$ cat config.mk
export PLATFORM = sky130hd
export DESIGN_NAME = apb_initiator
export DESIGN_NICKNAME = d
export VERILOG_FILES = /design/src/rtl/apb_initiator_pkg.sv /design/src/rtl/apb_initiator.sv
export SDC_FILE = /design/constraint.sdc
export NUM_CORES = 1
export LEC_CHECK = 0
export BUFFER_PORTS_ARGS = -buffer_cell sky130_fd_sc_hd__buf_2
export CELL_PAD_IN_SITES_DETAIL_PLACEMENT = 0
export CELL_PAD_IN_SITES_GLOBAL_PLACEMENT = 2
export CORE_MARGIN = 5
export CORE_UTILIZATION = 25
export CTS_CLUSTER_DIAMETER = 50
export DETAILED_ROUTE_END_ITERATION = 12
export GPL_ROUTABILITY_DRIVEN = 0
export GPL_TIMING_DRIVEN = 0
export PLACE_DENSITY_LB_ADDON = 0.1
export REMOVE_ABC_BUFFERS = 1
export SLEW_MARGIN = 40
export SYNTH_ARGS = -nofsm -noshare
export SYNTH_HDL_FRONTEND = slang
export SYNTH_SLANG_ARGS = --single-unit
$ cat constraint.sdc
create_clock -name clk -period 2.9 [get_ports clk]
set_clock_uncertainty 0.2 [all_clocks]
set_input_delay 0.58 -clock clk [delete_from_list [all_inputs] [get_ports clk]]
set_output_delay 0.58 -clock clk [all_outputs]
set_load 0.05 [all_outputs]
$ cat src/rtl/apb_initiator_pkg.sv
// apb_initiator_pkg: shared APB requester types and default constants.
package apb_initiator_pkg;
  localparam int APB_ADDR_W = 32;
  localparam int APB_DATA_W = 32;
  localparam int APB_TIMEOUT_CYCLES = 256;
  typedef logic [APB_ADDR_W-1:0] apb_addr_t;
  typedef logic [APB_DATA_W-1:0] apb_data_t;
  typedef enum logic [1:0] {IDLE, SETUP, ACCESS, RESP} apb_init_state_t;
endpackage

$ cat src/rtl/apb_initiator.sv
// apb_initiator: single-outstanding APB requester with wait-state timeout and misalign rejection.
module apb_initiator
  import apb_initiator_pkg::*;
#(
  parameter int ADDR_W = APB_ADDR_W,
  parameter int DATA_W = APB_DATA_W,
  parameter int TIMEOUT_CYCLES = APB_TIMEOUT_CYCLES
) (
  input  logic              clk,
  input  logic              rst,
  input  logic              cmd_valid,
  output logic              cmd_ready,
  input  logic              cmd_write,
  input  logic [ADDR_W-1:0] cmd_addr,
  input  logic [DATA_W-1:0] cmd_wdata,
  output logic              rsp_valid,
  input  logic              rsp_ready,
  output logic [DATA_W-1:0] rsp_rdata,
  output logic              rsp_err,
  output logic              rsp_timeout,
  output logic [ADDR_W-1:0] paddr,
  output logic              psel,
  output logic              penable,
  output logic              pwrite,
  output logic [DATA_W-1:0] pwdata,
  input  logic [DATA_W-1:0] prdata,
  input  logic              pready,
  input  logic              pslverr
);
  localparam int CNT_W = TIMEOUT_CYCLES > 0 ? $clog2(TIMEOUT_CYCLES + 1) : 1;
  localparam logic [CNT_W-1:0] CNT_MAX = '1;
  localparam logic [CNT_W-1:0] TO_VAL = CNT_W'(TIMEOUT_CYCLES);
  localparam logic [ADDR_W-1:0] ALIGN_MASK = ADDR_W'(DATA_W / 8 - 1);
  typedef struct packed {
    logic [DATA_W-1:0] rdata;
    logic              err;
    logic              timeout;
  } rsp_t;
  apb_init_state_t state_q, state_d;
  logic [ADDR_W-1:0] paddr_q, paddr_d;
  logic [DATA_W-1:0] pwdata_q, pwdata_d;
  logic pwrite_q, pwrite_d;
  logic [CNT_W-1:0] cnt_q, cnt_d, cnt_inc;
  rsp_t rsp_q, rsp_d;
  logic misaligned;
  assign misaligned = |(cmd_addr & ALIGN_MASK);
  assign cnt_inc = (cnt_q == CNT_MAX) ? cnt_q : cnt_q + 1'b1;
  always_comb begin
    state_d = state_q;
    paddr_d = paddr_q;
    pwdata_d = pwdata_q;
    pwrite_d = pwrite_q;
    cnt_d = cnt_q;
    rsp_d = rsp_q;
    case (state_q)
      IDLE: if (cmd_valid) begin
        paddr_d = cmd_addr;
        pwdata_d = cmd_wdata;
        pwrite_d = cmd_write;
        cnt_d = '0;
        rsp_d = '{rdata: '0, err: misaligned, timeout: 1'b0};
        state_d = misaligned ? RESP : SETUP;
      end
      SETUP: state_d = ACCESS;
      ACCESS: if (pready) begin
        rsp_d = '{rdata: (pwrite_q | pslverr) ? '0 : prdata, err: pslverr, timeout: 1'b0};
        state_d = RESP;
      end else begin
        cnt_d = cnt_inc;
        // the cycle whose miss would bring the count to the limit is the last one waited
        if (TIMEOUT_CYCLES != 0 && cnt_inc == TO_VAL) begin
          rsp_d = '{rdata: '0, err: 1'b1, timeout: 1'b1};
          state_d = RESP;
        end
      end
      RESP: state_d = rsp_ready ? IDLE : RESP;
      default: state_d = IDLE;
    endcase
  end
  always_ff @(posedge clk) begin
    if (rst) begin
      state_q <= IDLE;
      paddr_q <= '0;
      pwdata_q <= '0;
      pwrite_q <= 1'b0;
      cnt_q <= '0;
      rsp_q <= '0;
    end else begin
      state_q <= state_d;
      paddr_q <= paddr_d;
      pwdata_q <= pwdata_d;
      pwrite_q <= pwrite_d;
      cnt_q <= cnt_d;
      rsp_q <= rsp_d;
    end
  end
  assign cmd_ready = state_q == IDLE;
  assign psel = state_q == SETUP || state_q == ACCESS;
  assign penable = state_q == ACCESS;
  assign rsp_valid = state_q == RESP;
  assign paddr = paddr_q;
  assign pwdata = pwdata_q;
  assign pwrite = pwrite_q;
  assign rsp_rdata = rsp_q.rdata;
  assign rsp_err = rsp_q.err;
  assign rsp_timeout = rsp_q.timeout;
endmodule

==> reports/qor.tcl <==
set qor(ctsHtreeMaxLevel) 3
set qor(hold_start) {paddr[27]$_SDFFE_PP0P_}
set qor(drtPass1Iterations) 4
set qor(die_w_um) 145
set qor(fill_cells) 1966
set qor(cts_hold_buffers) 0
set qor(grt_remaining_overflow) 0
set qor(wirelength_um) 14500
set qor(clock_tree.root_cell) {sky130_fd_sc_hd__clkbuf_16}
set qor(mean_instance_size_in_the_synthesized_netlist_um2) 8.20
set qor(hold_class) {flip-flop to flip-flop}
set qor(grt_antenna_before_repair) 0
set qor(post_synth_and_or_nand_nor_area_fraction_pct) 24.8
set qor(numPortBuffers) 205
set qor(worst_skew_pair.late_latency_ns) 0.35
set qor(timing.slew.headroom_pct) 56.8
set qor(synthesis.area_um2) 4560
set qor(detail_route.vias_per_cell) 4.44
set qor(critPathKind) {flip-flop to flip-flop}
set qor(yosysUniqueCellTypes) 42
set qor(timing.max_cap.violations) 0
set qor(r2r_cells) 8
set qor(async_reset_ff_share_pct) 0
set qor(hold-path-cell-count) 2
set qor(p_per_area_nw_per_um2) 826
set qor(period_minus_slack_ns) 2.71
set qor(power_switching_share_pct) 41.6
set qor(outcome) {complete, no violations}
set qor(grt_start_max_net_pins) 66
set qor(max-vdd-ir-drop_mv) 0.349
set qor(synth_seq_area_share_pct) 48.3
set qor(design.core.area_um2) 18000
set qor(synthesis_to_finish_area_growth_pct) 35.4
set qor(initial_utilization_pct) 25.4
set qor(worst_reg2reg_startpoint) {cnt_q[0]$_SDFFE_PP0P_}
set qor(power.leakage_uw) 0.00284
set qor(net-switching-power_uw) 2120
set qor(finish.net_count) 853
set qor(grt_util_all_layers_pct) 13.4
set qor(r2r-end) {rsp_rdata[21]$_SDFFE_PP0P_}
set qor(synth_flop_cell) {sky130_fd_sc_hd__dfxtp_1}
set qor(routed_wire_length_per_instance_um) 14.8
set qor(multiInputGateArea_um2) 2180
set qor(timing.critical_path.required_ns) 2.94
set qor(part_of_the_total_power_dissipated_in_the_clock_network_pct) 24.6
set qor(seq_power_share_pct) 35.4
set qor(unrepaired_setup_endpoints_after_global_routing) {false}
set qor(share_of_cells_above_drive_strength_1_pct) 32.4
set qor(setup_viol) 0
set qor(path_clk_slew_ns) 0.08
set qor(die_area_um2) 21000
set qor(tritoncts) {built}
set qor(yosys-mux-area-fraction_pct) 7.47
set qor(max_freq_ghz) 0.369
set qor(comb_power_share_pct) 40.0
set qor(ant_nets_after_route) 0
set qor(cts_bufs_inserted) 9
set qor(route.vias.total) 4348
set qor(synth_seq_cells) 110
set qor(ioPinCount) 206
set qor(die_height_um) 145
set qor(worst_slew_pin_slew_ns) 0.648
set qor(antennaDiodeCount) 0
set qor(synth_adder_area_share_pct) 1.10
set qor(hpwlAfterDp_um) 10400
set qor(finalHoldWorstSlack_ns) 0.252
set qor(finalCritPeriodShare_pct) 93.5
set qor(ctsLongestPathBuffers) 2
set qor(dominant_combinational_cell_family_by_area_after_synthesis) {simple AND/OR/NAND/NOR gates}
set qor(clock_sinks) 110
set qor(ys.warnings.count) 0
set qor(final_core_density_pct) 34.4
set qor(grt_pass1_vias) 4257
set qor(post-place-ws_ns) 0.000717
set qor(rows) 49
set qor(synthesized_area_fraction_occupied_by_ao_oa_aoi_and_oai_cells_pct) 14.0
set qor(grt_first_pass_wirelength_um) 23300
set qor(final-hold-violation-count) 0
set qor(number_of_enable_flip_flop_cells_after_synthesis) 0
set qor(setup.reg_to_reg.worst_slack_ns) 0.19
set qor(timing.hold.worst_endpoint) {paddr[27]$_SDFFE_PP0P_}
set qor(timing.final.max_slew_violations) 0
set qor(critical_path.endpoint_type) {flip-flop}
set qor(timing.critical_path.fanout_max) 13
set qor(postSynthCellCount) 556
set qor(synth-xor-area-share_pct) 0
set qor(drcViolationCount) 0
set qor(start_kind) {flip-flop}
set qor(drc_violation_total_after_the_first_tritonroute_iteration) 226
set qor(internal-power_uw) 2980
set qor(crit_arrival_ns) 2.75
set qor(final.setup.worst_slack_ns) 0.188
set qor(sequential_cell_area_um2) 2200
-- cells in the final DEF (no fill, tap or decap), types with 2 or more instances in the layout --
cell type	Yosys	final
sky130_fd_sc_hd__mux2i_1	34	34
sky130_fd_sc_hd__nor3_1	4	4
sky130_fd_sc_hd__nor2_1	12	12
sky130_fd_sc_hd__or2_2	2	2
sky130_fd_sc_hd__a311o_1	2	2
sky130_fd_sc_hd__a32oi_1	2	2
sky130_fd_sc_hd__or4_4	2	2
sky130_fd_sc_hd__clkbuf_16	0	9
sky130_fd_sc_hd__o21ai_0	9	9
sky130_fd_sc_hd__o211ai_1	2	2
sky130_fd_sc_hd__ha_1	4	3
sky130_fd_sc_hd__clkinvlp_4	0	2
sky130_fd_sc_hd__nand2_1	174	173
sky130_fd_sc_hd__a21oi_1	80	80
sky130_fd_sc_hd__buf_2	2	204
sky130_fd_sc_hd__dfxtp_1	110	110
sky130_fd_sc_hd__a31oi_1	3	3
sky130_fd_sc_hd__buf_12	0	3
sky130_fd_sc_hd__nand2b_1	36	36
sky130_fd_sc_hd__a211oi_1	2	2
sky130_fd_sc_hd__and3_1	4	4
sky130_fd_sc_hd__buf_4	0	7
sky130_fd_sc_hd__nand4_1	3	3
sky130_fd_sc_hd__nor2b_1	3	3
sky130_fd_sc_hd__nand3_1	5	5
sky130_fd_sc_hd__inv_1	7	7
-- final cells by class --
type | count | share of cell area, %
flip-flops and latches | 110 | 35.7
multi-input cells | 401 | 35.4
repair buffers | 217 | 19.2
well taps | 229 | 4.64
clock buffers | 10 | 3.71
clock inverters | 5 | 0.953
inverters | 7 | 0.426
-- worst max-delay path by stage --
stage / startpoint / endpoint / slack, ns / cells past startpoint
2_1_floorplan: state_q[0]$_SDFFE_PP0P_ / paddr[0]$_SDFFE_PP0P_ / 0.15 / 5
3_3_place_gp: rst / rsp_rdata[13]$_SDFFE_PP0P_ / -0.80 / 5
3_5_place_dp: cnt_q[0]$_SDFFE_PP0P_ / rsp_rdata[21]$_SDFFE_PP0P_ / 0.0007 / 8
4_1_cts: cnt_q[0]$_SDFFE_PP0P_ / rsp_rdata[21]$_SDFFE_PP0P_ / 0.003 / 8
5_1_grt: cnt_q[0]$_SDFFE_PP0P_ / rsp_rdata[12]$_SDFFE_PP0P_ / 0.02 / 8
6_report: cnt_q[0]$_SDFFE_PP0P_ / rsp_rdata[21]$_SDFFE_PP0P_ / 0.19 / 8
-- worst max-delay path, cell delays in order (launching register included) --
cell                        delay (ns)
sky130_fd_sc_hd__dfxtp_1          0.47
sky130_fd_sc_hd__ha_2             0.30
sky130_fd_sc_hd__nand3_2          0.18
sky130_fd_sc_hd__or4_4            0.55
sky130_fd_sc_hd__nand4_2          0.14
sky130_fd_sc_hd__o2111ai_4        0.24
sky130_fd_sc_hd__buf_16           0.24
sky130_fd_sc_hd__buf_8            0.16
sky130_fd_sc_hd__mux2i_1          0.13
-- metrics by stage --
stage	cell area, um^2	TNS [ns]	std cells	power (uW)
2_1_floorplan	4390	0	518	3230
3_3_place_gp	5700	-48.85	952	3750
3_5_place_dp	5820	0	957	3850
4_1_cts	6110	0	972	5120
5_1_grt	6170	0	979	5390
6_report	6170	0	979	5100
-- sequential cells by signal (all words and copies together), names as in the netlist --
signal and flops:
rsp_err 1, state_q 2, cnt_q 9, rsp_timeout 1
pwdata 32, pwrite 1, rsp_rdata 32, paddr 32
-- power by group through the flow --
stage	logic (uW)	clock network, uW	registers, uW
detailed placement	2010	0	1840
global placement	1920	0	1830
CTS	2010	1310	1810
global route	2180	1380	1830
floorplan	748	0	2480
finish	2040	1250	1800
-- per-layer routing --
metal  part of all wire (%)  track usage, %  up-vias
met3                    8.5            4.83       14
met1                     47            17.7     1965
met2                     44            20.5      149
met4                    1.4            4.14        0
li1                       -               -     2220
met5                      0               0        -
-- kinds of logic (layout without fill, tap and decap cells) --
group | count (synthesis) | after routing
compound gates | 110 | 110
simple gates | 253 | 253
fa+ha+maj | 4 | 4
buf+inv | 45 | 239
mux | 34 | 34
flops | 110 | 110
-- repair_timing --
| item | in CTS | in global routing |
|---|---|---|
| setup buffers | 0 | 7 |
| gates resized for setup | 0 | 2 |
| pin swaps | 1 | 2 |
| setup endpoints to repair | 1 | 24 |
-- synthesized netlist by cell type, types with 2 or more instances --
library cell,count,area (um^2)
sky130_fd_sc_hd__a211oi_1,2,15.0
sky130_fd_sc_hd__o211ai_1,2,15.0
sky130_fd_sc_hd__dfxtp_1,110,2200
sky130_fd_sc_hd__or4_4,2,22.5
sky130_fd_sc_hd__nand3_1,5,25.0
sky130_fd_sc_hd__a311o_1,2,20.0
sky130_fd_sc_hd__a21oi_1,80,400
sky130_fd_sc_hd__clkbuf_1,29,109
sky130_fd_sc_hd__buf_1,4,15.0
sky130_fd_sc_hd__and2_1,2,12.5
sky130_fd_sc_hd__a31oi_1,3,18.8
sky130_fd_sc_hd__o21ai_0,9,45.0
sky130_fd_sc_hd__nor2b_1,3,18.8
sky130_fd_sc_hd__nor2_1,12,45.0
sky130_fd_sc_hd__nand2_1,174,653
sky130_fd_sc_hd__buf_6,3,33.8
sky130_fd_sc_hd__inv_1,7,26.3
sky130_fd_sc_hd__and3_1,4,25.0
sky130_fd_sc_hd__nand4_1,3,18.8
sky130_fd_sc_hd__a32oi_1,2,17.5
sky130_fd_sc_hd__buf_2,2,10.0
sky130_fd_sc_hd__ha_1,4,50.1
sky130_fd_sc_hd__or2_2,2,12.5
sky130_fd_sc_hd__nand2b_1,36,225
sky130_fd_sc_hd__nor3_1,4,20.0
sky130_fd_sc_hd__mux2i_1,34,340
Note: power is estimated with default switching activity, not from simulation.
